$ cat src/rtl/hazard_pkg.sv
// Shared types and constants for the pipeline hazard unit.
package hazard_pkg;

    typedef enum logic [1:0] {
        FWD_RF = 2'b00,
        FWD_W  = 2'b01,
        FWD_M  = 2'b10
    } fwd_sel_e;

    typedef enum logic {
        RUN  = 1'b0,
        WAIT = 1'b1
    } hz_state_e;

    localparam logic [4:0] REG_ZERO = 5'd0;

endpackage

$ cat src/rtl/hazard_memwait_fsm.sv
// Data-memory wait FSM: stalls while an access is outstanding, aborts after
// MEM_TIMEOUT consecutive wait cycles and raises a sticky error.
module hazard_memwait_fsm
    import hazard_pkg::*;
#(
    parameter int MEM_TIMEOUT = 16
) (
    input  logic clk,
    input  logic reset,
    input  logic dmem_req_M,
    input  logic dmem_ready,
    output logic memStall,
    output logic mem_err
);

    localparam logic [7:0] LAST_CNT = 8'(MEM_TIMEOUT - 1);

    hz_state_e  state;
    logic [7:0] wait_cnt;
    logic       timeout;

    // The release happens in the same cycle ready (or the timeout) is seen.
    always_comb begin
        timeout  = (state == WAIT) && (wait_cnt == LAST_CNT) && !dmem_ready;
        memStall = ((state == RUN)  && dmem_req_M && !dmem_ready) ||
                   ((state == WAIT) && !dmem_ready && !timeout);
    end

    // NOTE: state is updated with non-blocking assignments so every register
    // in this block samples the pre-edge values of its peers.
    always_ff @(posedge clk) begin
        if (!reset) begin
            state    <= RUN;
            wait_cnt <= 8'd0;
            mem_err  <= 1'b0;
        end else begin
            case (state)
                RUN: begin
                    if (dmem_req_M && !dmem_ready) begin
                        state    <= WAIT;
                        wait_cnt <= 8'd1;
                    end
                end
                WAIT: begin
                    if (dmem_ready) begin
                        state    <= RUN;
                        wait_cnt <= 8'd0;
                    end else if (timeout) begin
                        state    <= RUN;
                        wait_cnt <= 8'd0;
                        mem_err  <= 1'b1;
                    end else begin
                        wait_cnt <= wait_cnt + 8'd1;
                    end
                end
                default: begin
                    state    <= RUN;
                    wait_cnt <= 8'd0;
                end
            endcase
        end
    end

endmodule

$ cat src/rtl/hazard_unit.sv
// Stall, flush and forwarding controls for the 5-stage RV32 pipeline.
// Define HAZARD_PERF_EN to add saturating performance counters.
module hazard_unit
    import hazard_pkg::*;
#(
    parameter int MEM_TIMEOUT = 16,
    parameter int CNT_W       = 32
) (
    input  logic       clk,
    input  logic       reset,
    input  logic [4:0] Rs1D,
    input  logic [4:0] Rs2D,
    input  logic [4:0] Rs1E,
    input  logic [4:0] Rs2E,
    input  logic [4:0] RdE,
    input  logic [4:0] RdM,
    input  logic [4:0] RdW,
    input  logic       PCSrcE,
    input  logic       ResultSrcE0,
    input  logic       RegWriteM,
    input  logic       RegWriteW,
    input  logic       dmem_req_M,
    input  logic       dmem_ready,
    output logic       StallF,
    output logic       StallD,
    output logic       StallE,
    output logic       StallM,
    output logic       FlushD,
    output logic       FlushE,
    output logic       FlushW,
    output logic [1:0] ForwardAE,
    output logic [1:0] ForwardBE,
    output logic       mem_err
`ifdef HAZARD_PERF_EN
    ,
    output logic [CNT_W-1:0] perf_stall_cyc,
    output logic [CNT_W-1:0] perf_flush_cnt,
    output logic [CNT_W-1:0] perf_memwait_cyc
`endif
);

    logic memStall;
    logic lwStall;

    hazard_memwait_fsm #(.MEM_TIMEOUT(MEM_TIMEOUT)) u_memwait (
        .clk        (clk),
        .reset      (reset),
        .dmem_req_M (dmem_req_M),
        .dmem_ready (dmem_ready),
        .memStall   (memStall),
        .mem_err    (mem_err)
    );

    function automatic fwd_sel_e fwd_sel(input logic [4:0] rs, input logic wm,
                                         input logic [4:0] rdm, input logic ww,
                                         input logic [4:0] rdw);
        if (wm && rdm == rs && rs != REG_ZERO)      return FWD_M;
        else if (ww && rdw == rs && rs != REG_ZERO) return FWD_W;
        else                                        return FWD_RF;
    endfunction

    // NOTE: every output gets a default first, so no path through this block
    // can leave a value held and infer a latch.
    always_comb begin
        lwStall   = ResultSrcE0 && RdE != REG_ZERO && (RdE == Rs1D || RdE == Rs2D);
        StallF    = 1'b0;
        StallD    = 1'b0;
        StallE    = 1'b0;
        StallM    = 1'b0;
        FlushW    = 1'b0;
        FlushD    = 1'b1;
        FlushE    = 1'b1;
        ForwardAE = FWD_RF;
        ForwardBE = FWD_RF;
        if (reset) begin
            // Redirect beats load-use; a memory stall freezes everything.
            StallF    = memStall || (lwStall && !PCSrcE);
            StallD    = StallF;
            StallE    = memStall;
            StallM    = memStall;
            FlushW    = memStall;
            FlushE    = !memStall && (lwStall || PCSrcE);
            FlushD    = !memStall && PCSrcE;
            ForwardAE = fwd_sel(Rs1E, RegWriteM, RdM, RegWriteW, RdW);
            ForwardBE = fwd_sel(Rs2E, RegWriteM, RdM, RegWriteW, RdW);
        end
    end

`ifdef HAZARD_PERF_EN
    function automatic logic [CNT_W-1:0] sat_inc(input logic [CNT_W-1:0] v);
        return (v == '1) ? v : v + 1'b1;
    endfunction

    always_ff @(posedge clk) begin
        if (!reset) begin
            perf_stall_cyc   <= '0;
            perf_flush_cnt   <= '0;
            perf_memwait_cyc <= '0;
        end else begin
            if (StallF)               perf_stall_cyc   <= sat_inc(perf_stall_cyc);
            if (PCSrcE && !memStall)  perf_flush_cnt   <= sat_inc(perf_flush_cnt);
            if (memStall)             perf_memwait_cyc <= sat_inc(perf_memwait_cyc);
        end
    end
`endif

endmodule

$ cat config.mk
export PLATFORM = sky130hd
export DESIGN_NAME = hazard_unit
export DESIGN_NICKNAME = d
export VERILOG_FILES = /design/src/rtl/hazard_pkg.sv /design/src/rtl/hazard_memwait_fsm.sv /design/src/rtl/hazard_unit.sv
export SDC_FILE = /design/constraint.sdc
export NUM_CORES = 1
export LEC_CHECK = 0
export BUFFER_PORTS_ARGS = -buffer_cell sky130_fd_sc_hd__buf_2
export CORE_UTILIZATION = 25
export CTS_CLUSTER_SIZE = 20
export DETAILED_ROUTE_END_ITERATION = 10
export GPL_TIMING_DRIVEN = 0
export SLEW_MARGIN = 20
export SYNTH_ARGS = -nofsm -noshare
export SYNTH_HDL_FRONTEND = slang
export SYNTH_SLANG_ARGS = --single-unit
$ cat constraint.sdc
create_clock -name clk -period 2.1 [get_ports clk]
set_input_delay 0.105 -clock clk [delete_from_list [all_inputs] [get_ports clk]]
set_output_delay 0.105 -clock clk [all_outputs]
set_load 0.03 [all_outputs]
After elaboration in Yosys (flattened, before gate mapping)
Cells that the tools add are included.
{"block": "word_totals", "out_inout_bits": 12, "regBits": 10, "input_bits": 43, "wordCells": 64}
{"block": "classes", "muxes": 18, "bitwise_logic": 2, "eq_ne": 8, "reduce_logical": 32, "add_sub_neg": 1}
{"operator": "$eq 5x5->1", "n": 6}
{"operator": "$mux 8", "n": 3}
{"operator": "$logic_and 1x1->1", "n": 20}
{"operator": "$pmux 8 s2", "n": 1}
{"operator": "$reduce_bool 5->1", "n": 3}
{"operator": "$mux 1", "n": 9}
{"operator": "$add 8x1->8 const B", "n": 1}
{"operator": "$eq 8x4->1 const B", "n": 1}
{"operator": "$mux 2", "n": 4}
{"operator": "$logic_not 1->1", "n": 4}
{"operator": "$logic_or 1x1->1", "n": 4}
{"operator": "$reduce_and 3->1", "n": 1}
{"operator": "$ne 2x2->1 const B", "n": 1}
{"operator": "$not 1->1", "n": 2}
{"operator": "$pmux 1 s2", "n": 1}

Longest topological paths before layout
Gate-level depths: netlist (run 1).
{"block": "depth", "word_depth": 9, "depth_mapped": 6, "mapped_depth_nobuf": 5}

Hierarchy
A second synthesis (run 1) with hierarchy kept.
{"block": "hier_totals", "hier_cells": 114, "area_unflattened_um2": 1003.5}
{"module": "hazard_unit", "seq_area_each_um2": 0.0, "cells_each": 63, "n_inst": 1, "area_per_inst_um2": 504.2}
{"module": "hazard_memwait_fsm", "seq_area_each_um2": 200.2, "cells_each": 51, "n_inst": 1, "area_per_inst_um2": 499.2}

Worst setup path before layout (run 1)
No wires, ideal clock.
{"block": "synth_path", "path_type": "input port to output port", "startpoint": "input RdE[3]", "endpoint": "output StallF", "required_time_ns": 1.995, "path_buffers": 1, "cell_stages": 5, "arrival_time_ns": 2.034, "slack_ns": -0.039, "cell_sequence": "xor2_1 > nor3_1 > a22oi_1 > o41ai_1 > buf_4"}
{"block": "synth_between", "elab_chain_len": 6, "word_cells_on_any_way": 9, "cone_classes": "eq/ne (2); mux (1); reduce/logical (6)"}
{"item": "start, declared", "line": "hazard_unit.sv:15", "rtl": "input logic [4:0] RdE,"}
{"item": "$eq 5x5->1 or $reduce_bool 5->1 (tied branches)", "line": "hazard_unit.sv:65", "rtl": "lwStall = ResultSrcE0 && RdE != REG_ZERO && (RdE == Rs1D || RdE == Rs2D);"}
{"item": "$logic_or 1x1->1 or $logic_and 1x1->1 (tied branches)", "line": "hazard_unit.sv:65"}
{"item": "$logic_and 1x1->1 *", "line": "hazard_unit.sv:65"}
{"item": "$logic_and 1x1->1 *", "line": "hazard_unit.sv:77", "rtl": "StallF = memStall || (lwStall && !PCSrcE);"}
{"item": "$logic_or 1x1->1 *", "line": "hazard_unit.sv:77"}
{"item": "$mux 1 *"}
{"item": "end, declared", "line": "hazard_unit.sv:24", "rtl": "output logic StallF,"}
Every way passes the cells marked *; elsewhere a longest branch is shown, timed or not.

Worst setup path in the final report (run 1)
{"block": "layout_path", "startpoint": "register u_memwait.wait_cnt[5]", "endpoint": "output FlushE"}
{"block": "layout_between", "elab_chain_len": 9}
{"item": "start, declared", "line": "hazard_memwait_fsm.sv:19", "rtl": "logic [7:0] wait_cnt;"}
{"item": "start signal, assigned", "line": "hazard_memwait_fsm.sv:53", "rtl": "wait_cnt <= wait_cnt + 8'd1;"}
{"item": "$eq 8x4->1", "line": "hazard_memwait_fsm.sv:24", "rtl": "timeout = (state == WAIT) && (wait_cnt == LAST_CNT) && !dmem_ready;"}
{"item": "$logic_and 1x1->1 (2 in a row)", "line": "hazard_memwait_fsm.sv:24"}
{"item": "$logic_not 1->1", "line": "hazard_memwait_fsm.sv:26", "rtl": "((state == WAIT) && !dmem_ready && !timeout);"}
{"item": "$logic_and 1x1->1", "line": "hazard_memwait_fsm.sv:26"}
{"item": "$logic_or 1x1->1", "line": "hazard_memwait_fsm.sv:25", "rtl": "memStall = ((state == RUN) && dmem_req_M && !dmem_ready) ||"}
{"item": "$logic_not 1->1", "line": "hazard_unit.sv:82", "rtl": "FlushE = !memStall && (lwStall || PCSrcE);"}
{"item": "$logic_and 1x1->1", "line": "hazard_unit.sv:82"}
{"item": "$mux 1", "line": "hazard_unit.sv:75", "rtl": "if (reset) begin"}
{"item": "end, declared", "line": "hazard_unit.sv:29", "rtl": "output logic FlushE,"}
No other way between the ends.

==> impl_metrics.toml, run 1 <==
[outcome]
status = "complete, no violations"

[critical_path]
cp_data_arrival_time_ns = 1.95
slowest_delay_ns = 0.54
crit_type = "flip-flop to output pin"
critical-path-top-delay-family = "simple AND/OR/NAND/NOR gates"
cp_max_fo = 3
cp_cell_sequence = "or4b_4 > o311a_4 > or2_1 > o21bai_2 > buf_6"
r2r_setup_slack_ns = 0.28
crit_path_end_kind = "output pin"
critPathRequiredTime_ns = 2.00
critPathBufInv = 1
critPathSlowestCell = "or4b_4"
critPathLaunchType = "flip-flop"

[power_and_ir_drop]
ir_drop_uv = 200
power.share.clock = 0.387
p_sw_frac = 0.283
comb_power_share = 0.299
p_leak_nw = 0.648
p_switching_uw = 177
power_uw = 626
internal_power_uw = 449
powerDensity_mw_per_mm2 = 441
seq_power_share = 0.314

[sta]
worst_pin_slew_ns = 0.465
rsz0062_at_grt = "yes"
finalHoldViolations = 0
setup_viol = 0
slew_headroom = 0.690
tns_ns = 0
fmax_mhz = 487
fin_crit_sh = 0.978
holdWs_ns = 0.114
fin_crit_ns = 2.05
drv_slew = 0
finClkSkew_ns = 0.00221

[layout]
drive_gt1_frac = 0.387
antennaDiodeCount = 0
n_fill_cell = 406
layout.nets = 231
syn_to_final_growth_pct = 44.5

[grt]
antenna_found_initial = 0
grt_use_total = 0.126
overflow = 0
grt_pass1_vias = 1013
grt_start_max_net_pins = 11
grt_pass1_wl_um = 4180

[logic_synthesis]
synthArstFlopShare = 0
synth_edf_count = 0
ys_seq_area_frac = 0.204
syn-cell-area_um2 = 982
syn_avg_cell_area_um2 = 7.80
yosys.area.top_type = "dfxtp_1"
ys.flop_type = "dfxtp_1"
synth_top_area_share = 0.204
synthTopCellsByArea = "dfxtp_1 (20%), xor2_1 (14%), xnor2_1 (12%), inv_1 (3.8%), and2_1 (3.2%)"
synthDistinctLibCells = 40
ys_seq_elements = 10
ys_warn_count = 0
synth_nets = 170
synth_cells = 126

[clocking]
cts_inserted_buffers = 3
clkLatencyLatePin_ns = 0.24
clockBufferDepth = 2
clk_pin_slew_ns = 0.05
root_buffer = "clkbuf_8"
clock-sinks = 10
hold_buffers = 0
htreeDepth = 1
cts_tree = "built"

[detailed_routing]
routed_wirelength_um = 2430
ant_nets = 0
dr.pass1.iters = 4
avgViaCountPerCell = 4.74
post-route-drc-count = 0
wl_per_cell_um = 10.4
vias = 1108
drtIter0Drc = 30

[placement]
gp_congestion = 0.801
io_buffers = 54
hpwl_um = 2020

[floorplan]
coreArea_mm2 = 0.00372
ios = 55
start_util = 0.264
die_y_um = 64.7
rows = 22
die_area_mm2 = 0.00418
fp.dieW_um = 64.7

[min_path]
hold_path.class = "input port to flip-flop"

[flow_run]
drv_cap = 0
==> cells by family (layout without fill, tap and decap cells) <==
logic type	Yosys count	in the layout	share of synthesized area
AND/OR/NAND/NOR	45	45	0.260
XOR/XNOR	30	30	0.268
AO/OA/AOI/OAI	25	25	0.187
buffers and inverters	15	75	0.0688
flip-flops	10	10	0.204
adder cells (fa/ha/maj)	1	1	0.0127
==> placed cells by master, fill, tap and decap left out, types with 3 or more instances in the layout <==
cell and n:
inv_1 10, dfxtp_1 8, a21oi_1 3, o21ai_0 3
buf_2 53, nor2_1 8, or4_1 4, nand4_1 4
xor2_1 16, buf_4 5, nand2_1 5, and2_1 5
xnor2_1 14, nor4_1 4, nand3_1 3, clkbuf_8 4
a31oi_1 3
==> repair_timing <==
item,in CTS,in global routing
setup endpoints to repair,4,4
cloned,0,0
setup buffers,2,0
pin swaps,3,1
resized for setup,5,1
==> cells in the mapped netlist, types with 3 or more instances <==
cell      n
a21oi_1   3
a31oi_1   3
and2_1    5
buf_4     3
dfxtp_1  10
inv_1    10
nand2_1   5
nand3_1   4
nand4_1   4
nor2_1    8
nor4_1    4
o21ai_0   3
or4_1     4
xnor2_1  14
xor2_1   16
==> flip-flops by register name, indices dropped and copies added, names as in the netlist <==
register	cells
u_memwait.wait_cnt	8
u_memwait.mem_err	1
u_memwait.state	1
==> through the flow <==
stage	cells	instance area [µm²]	worst slack, ns	utilization
after floorplan	126	993	0.169	-
after global placement	228	1320	0.142	0.356
after CTS	234	1410	0.0146	0.380
after global routing	234	1420	-0.0262	0.382
after detailed placement	228	1320	0.128	0.356
final	234	1420	0.0460	0.382
==> power by group through the flow <==
stage               combinational, mW  sequential (mW)  clock [mW]
finish                          0.187            0.196       0.242
floorplan                       0.104            0.199           0
detailed placement              0.184            0.200           0
CTS                             0.189            0.196       0.249
global placement                0.183            0.200           0
global route                    0.207            0.197       0.262
==> layout make-up <==
| class | instances | area (µm²) | share of cell area |
|---|---|---|---|
| buffer | 5 | 30.0 | 0.0212 |
| clock buffer | 4 | 55.1 | 0.0388 |
| sequential | 10 | 203 | 0.143 |
| multi-input combinational | 101 | 742 | 0.523 |
| timing repair buffer | 56 | 292 | 0.205 |
| inverter | 10 | 37.5 | 0.0265 |
| tap | 48 | 60.1 | 0.0423 |
==> path summary, 6_finish.rpt <==
check                                     start                                  to  cells past startpoint
max          u_memwait.wait_cnt[5]$_SDFFE_PN0P_                              FlushE                      5
min                                  dmem_ready  u_memwait.wait_cnt[0]$_SDFFE_PN0P_                      2
max reg2reg  u_memwait.wait_cnt[5]$_SDFFE_PN0P_  u_memwait.wait_cnt[1]$_SDFFE_PN0P_                      5
min reg2reg      u_memwait.mem_err$_SDFFE_PN0P_      u_memwait.mem_err$_SDFFE_PN0P_                      1
==> metal layers <==
layer / routed length (µm) / GRT usage / share of wire / vias to the layer above
met4: 19 / 0.0333 / 0.0078 / 0
met2: 1150 / 0.208 / 0.47 / 33
met1: 1160 / 0.161 / 0.48 / 498
met5: 0 / 0 / 0 / -
met3: 100 / 0.0317 / 0.041 / 2
li1: - / - / - / 575
(Power assumes the default switching activity.)
==> inputs of run 2 (changes only) <==
--- a/config.mk
+++ b/config.mk
@@ -9,7 +9,7 @@
 export CORE_UTILIZATION = 25
 export CTS_CLUSTER_SIZE = 20
 export DETAILED_ROUTE_END_ITERATION = 10
-export GPL_TIMING_DRIVEN = 0
+export GPL_TIMING_DRIVEN = 1
 export SLEW_MARGIN = 20
 export SYNTH_ARGS = -nofsm -noshare
 export SYNTH_HDL_FRONTEND = slang
==> constraint.sdc (replaced) <==
create_clock -name clk -period 2.1 [get_ports clk]
set_input_delay 0.105 -clock clk [delete_from_list [all_inputs] [get_ports clk]]
set_output_delay 0.105 -clock clk [all_outputs]
set_load 0.05 [all_outputs]
==> run 2 against run 1 <==
Effect of this change: wire length up 10%; core utilization up 0.20 points; maximum frequency down 0.60%; critical path depth unchanged; die area unchanged; combinational power up 9%; global-route usage up 0.48 points; total power up 2.8%; final area up 0.53%; worst hold slack worse by 0.0087 ns; sequential cell count unchanged; non-clock buffer count down 2; largest power group unchanged.
==> impl_metrics.toml, run 2 (same netlist as run 1, synthesis figures left out) <==
[min_path]
hold_path.class = "input port to flip-flop"
min_path_cells = 2
min-delay-start = "dmem_ready"
worstHoldEndpoint = "u_memwait.wait_cnt[0]$_SDFFE_PN0P_"

[power_and_ir_drop]
power_uw = 643
p_leak_nw = 0.647
ir_drop_uv = 193
powerDensity_mw_per_mm2 = 451

[grt]
grt_use_total = 0.131
antenna_found_initial = 0
grt_start_max_net_pins = 13
grt_pass1_wl_um = 4400
overflow = 0
grt_pass1_vias = 1066

[floorplan]
die_y_um = 64.7
start_util = 0.264
die_area_mm2 = 0.00418
rows = 22
coreArea_mm2 = 0.00372
fp.dieW_um = 64.7
ios = 55

[clocking]
htreeDepth = 1
clockBufferDepth = 2
cts_inserted_buffers = 3
hold_buffers = 0
clk_pin_slew_ns = 0.05
clkLatencyLatePin_ns = 0.24
root_buffer = "clkbuf_8"
cts_tree = "built"
clock-sinks = 10

[critical_path]
cp_data_arrival_time_ns = 1.96
crit_type = "flip-flop to output pin"
critPathLaunchType = "flip-flop"
reg2reg_from = "u_memwait.wait_cnt[7]$_SDFFE_PN0P_"
crit_path_end_kind = "output pin"
r2r_setup_slack_ns = 0.24
cp_max_fo = 3
regToRegEndpoint = "u_memwait.wait_cnt[7]$_SDFFE_PN0P_"
ff2ff_path_depth = 5
critPathRequiredTime_ns = 2.00

[outcome]
status = "complete, no violations"

[layout]
layout.nets = 229
mostFrequentLayoutCells = "buf_2 (53), xor2_1 (16), xnor2_1 (14)"
regMostFlops = "u_memwait.wait_cnt"
layout_commonest_cell = "buf_2"
largest_register_ffs = 8
reg_top3 = "u_memwait.wait_cnt x8, u_memwait.mem_err x1, u_memwait.state x1"
drive_gt1_frac = 0.397
antennaDiodeCount = 0
syn_to_final_growth_pct = 45.2

[detailed_routing]
avgViaCountPerCell = 4.85
ant_nets = 0
post-route-drc-count = 0
wl_per_cell_um = 11.5
dr.pass1.iters = 4
drtIter0Drc = 21
routed_wirelength_um = 2670
vias = 1126

[sta]
fin_crit_sh = 0.984
finClkSkew_ns = 0.00129
drv_slew = 0
finalHoldViolations = 0
rsz0062_at_grt = "yes"
layout_setup_ws_ns = 0.0336
fin_crit_ns = 2.07
worst_pin_slew_ns = 0.494
fmax_mhz = 484
setup_viol = 0
slew_headroom = 0.666
holdWs_ns = 0.105

[placement]
gp_congestion = 0.789
io_buffers = 54
hpwl_um = 2240
dpl_worst_slack_ns = 0.0775

[flow_run]
drv_cap = 0
-- run 2: per-layer routing --
metal | global-route usage | part of all wire | up-vias
met2 | 0.257 | 0.48 | 56
met5 | 0 | 0 | -
met4 | 0.0250 | 0.0056 | 0
met1 | 0.141 | 0.43 | 496
met3 | 0.0282 | 0.082 | 3
li1 | - | - | 571
-- run 2: layout make-up --
| type | instances | area [µm²] |
|---|---|---|
| fillers | 402 | 2290 |
| multi-input cells | 101 | 757 |
| repair buffers | 59 | 314 |
| flip-flops and latches | 10 | 203 |
| well taps | 48 | 60.1 |
| clock buffers | 4 | 55.1 |
| inverters | 10 | 37.5 |
-- run 2: repair_timing --
action                     CTS  global route
pin swaps                    4             2
gates resized for setup      4             1
setup buffers                1             1
setup endpoints to repair    3             1
-- run 2: worst max-delay path by stage --
stage,endpoint,cells after the start,start
floorplan,StallF,4,reset
global placement,FlushE,5,u_memwait.wait_cnt[5]$_SDFFE_PN0P_
detailed placement,FlushE,5,u_memwait.wait_cnt[5]$_SDFFE_PN0P_
CTS,FlushE,5,u_memwait.wait_cnt[5]$_SDFFE_PN0P_
global route,FlushE,5,u_memwait.wait_cnt[7]$_SDFFE_PN0P_
finish,FlushE,5,u_memwait.wait_cnt[7]$_SDFFE_PN0P_
-- run 2: critical path, cell delays in order (launching register included) --
cell and delay (ns):
dfxtp_2 0.32, or4b_4 0.54, o311a_4 0.34, or2_1 0.22, o21bai_2 0.13, buf_6 0.18
-- run 2: per-stage QoR --
stage | instances | cell area, µm² | setup TNS, ns | util
after floorplan | 126 | 1010 | -0.00162 | -
after global placement | 226 | 1340 | 0 | 0.360
after detailed placement | 226 | 1340 | 0 | 0.360
after CTS | 231 | 1420 | -0.0360 | 0.381
after global routing | 232 | 1430 | -0.0382 | 0.384
final | 232 | 1430 | 0 | 0.384
-- run 2: report_power, final --
| part | switching (mW) | total, mW | internal (mW) |
|---|---|---|---|
| logic | 0.114 | 0.203 | 0.0894 |
| clock network | 0.0795 | 0.245 | 0.165 |
| registers | 0.00215 | 0.195 | 0.193 |
==> inputs of run 3 (changes only) <==
--- a/config.mk
+++ b/config.mk
@@ -5,6 +5,7 @@
 export SDC_FILE = /design/constraint.sdc
 export NUM_CORES = 1
 export LEC_CHECK = 0
+export ABC_AREA = 1
 export BUFFER_PORTS_ARGS = -buffer_cell sky130_fd_sc_hd__buf_2
 export CORE_UTILIZATION = 25
 export CTS_CLUSTER_SIZE = 20
==> run 3 against run 2 <==
Effect of this change: clock-buffer cell count fell by 1; total power fell by 5.2%; critical path depth rose by 5; synthesized cell count rose by 61%.
==> impl_metrics.toml, run 3 <==
[clocking]
ctsResizeCount = 0
htreeDepth = 1
post_cts_buffers = 0
cts_tree = "built"
clk_pin_slew_ns = 0.04
clock-sinks = 10
cts_inserted_buffers = 3
hold_buffers = 0
root_buffer = "clkbuf_8"
clockBufferDepth = 2
clkLatencyLatePin_ns = 0.23

[logic_synthesis]
synth_cells = 203
synth_top_area_share = 0.186
synth.most_common_cell = "nand2_1"
synth_nets = 247
synthDistinctLibCells = 24
synthArstFlopShare = 0
synth_edf_count = 0
ys_seq_elements = 10
syn_avg_cell_area_um2 = 5.65
ys.flop_type = "dfxtp_1"
synthTopCellsByArea = "nand2_1 (19%), dfxtp_1 (17%), inv_1 (12%), nor2_1 (9.2%), xor2_1 (6.9%)"
synthTopCellsByCount = "nand2_1 (57), inv_1 (36), nor2_1 (28)"
syn-cell-area_mm2 = 0.00115
ys_seq_area_frac = 0.174
yosys.area.top_type = "nand2_1"
ys_warn_count = 0

[floorplan]
fp.dieW_um = 69.7
die_area_mm2 = 0.00486
die_y_um = 69.7
coreArea_mm2 = 0.00438
rows = 24
ios = 55
start_util = 0.262

[sta]
tns_ns = 0
finalHoldViolations = 0
drv_slew = 0
fin_crit_sh = 0.854
holdWs_ns = 0.211
finClkSkew_ns = 0.000294
layout_setup_ws_ns = 0.307
fin_crit_ns = 1.79
setup_viol = 0
fmax_mhz = 558
rsz0062_at_grt = "no"
slew_headroom = 0.831
worst_pin_slew_ns = 0.255

[grt]
grt_start_max_net_pins = 10
overflow = 0
grt_pass1_wl_um = 5240
grt_use_total = 0.131
grt_pass1_vias = 1249
antenna_found_initial = 0

[layout]
layout.nets = 302
largest_register_ffs = 8
syn_to_final_growth_pct = 30.4
final_util = 0.341
reg_top3 = "u_memwait.wait_cnt x8, u_memwait.mem_err x1, u_memwait.state x1"
antennaDiodeCount = 0
mostFrequentLayoutCells = "nand2_1 (57), buf_2 (54), inv_1 (36)"
n_fill_cell = 506
layout_commonest_cell = "nand2_1"
drive_gt1_frac = 0.277
regMostFlops = "u_memwait.wait_cnt"
final_cells = 308

[power_and_ir_drop]
powerDensity_mw_per_mm2 = 408
ir_drop_uv = 163
p_leak_nw = 0.854

[critical_path]
critPathRequiredTime_ns = 2.00
cp_data_arrival_time_ns = 1.69
cp_max_fo = 4
slowest_delay_ns = 0.37
crit_type = "flip-flop to output pin"
critPathLaunchType = "flip-flop"
critPathSlowestCell = "dfxtp_1"
cp_cell_sequence = "ha_1 > nand2_2 > nor2_4 > nand3_4 > nand2_4 > nand2_4 > nand2_4 > nand2_4 > nand2_2 > buf_2"
timing.critical_path.mode_cell = "nand2_4"
crit_path_end_kind = "output pin"

[detailed_routing]
routed_wirelength_um = 2940
vias = 1357
ant_nets = 0
dr.pass1.iters = 4
avgViaCountPerCell = 4.41
drtIter0Drc = 81
post-route-drc-count = 0
wl_per_cell_um = 9.56

[placement]
dp_cells = 305
hpwl_um = 2540
gp_congestion = 0.798
io_buffers = 54
dpl_worst_slack_ns = 0.551

[outcome]
status = "complete, no violations"

[flow_run]
drv_cap = 0

[min_path]
hold_path.class = "input port to flip-flop"
-- run 3: cell types whose count changed in the layout (fill, tap and decap cells not counted), sizes merged, moves of 4 or more --
cell / change
a21oi: +4
and2: -5
buf: -5
inv: +29
nand2: +58
nand3: +6
nor2: +24
nor4: -4
or4: -4
xnor2: -10
xor2: -7
-- run 3: where the power goes --
| group | switching, mW | internal, mW | total, mW |
|---|---|---|---|
| logic | 0.138 | 0.0816 | 0.219 |
| registers | 0.00299 | 0.194 | 0.197 |
| clock network | 0.0691 | 0.125 | 0.194 |
-- run 3: cells by family after synthesis --
group           Yosys count  share of synthesized area
flops                    10                      0.174
xor+xnor                 13                     0.0992
simple gates            115                      0.461
buf+inv                  43                      0.152
compound gates           21                      0.102
fa+ha+maj                 1                     0.0109
-- run 3: area by class of cell --
class | instances | area [µm²] | area share
Multi-Input combinational cell | 150 | 773 | 0.517
Tap cell | 52 | 65.1 | 0.0435
Clock buffer | 3 | 41.3 | 0.0276
Timing Repair Buffer | 54 | 270 | 0.181
Inverter | 39 | 146 | 0.0978
Sequential cell | 10 | 200 | 0.134
-- run 3: worst paths after layout --
check,cells after the start,slack (ns),end,from
min,3,0.21,u_memwait.wait_cnt[5]$_SDFFE_PN0P_,reset
max reg2reg,8,0.78,u_memwait.wait_cnt[7]$_SDFFE_PN0P_,u_memwait.wait_cnt[0]$_SDFFE_PN0P_
max,10,0.31,FlushE,u_memwait.wait_cnt[0]$_SDFFE_PN0P_
min reg2reg,1,0.47,u_memwait.mem_err$_SDFFE_PN0P_,u_memwait.mem_err$_SDFFE_PN0P_
-- run 3: layer usage --
metal	GRT usage	up-vias	wire length [µm]
met5	0	-	0
met4	0.0200	0	16
met3	0.0363	4	158
met2	0.220	37	1330
met1	0.170	586	1440
li1	-	730	-
-- run 3: worst max-delay path, delay by kind of cell, from the launching register on --
family        cells  cell delay [ns]
fa+ha+maj         1             0.20
buf+inv           1             0.25
flops             1             0.37
simple gates      8             0.63
-- run 3: through the flow --
step,instance area [µm²],total power [mW]
floorplan,1150,0.341
global placement,1460,0.419
detailed placement,1460,0.420
CTS,1500,0.621
global route,1500,0.655
finish,1500,0.610
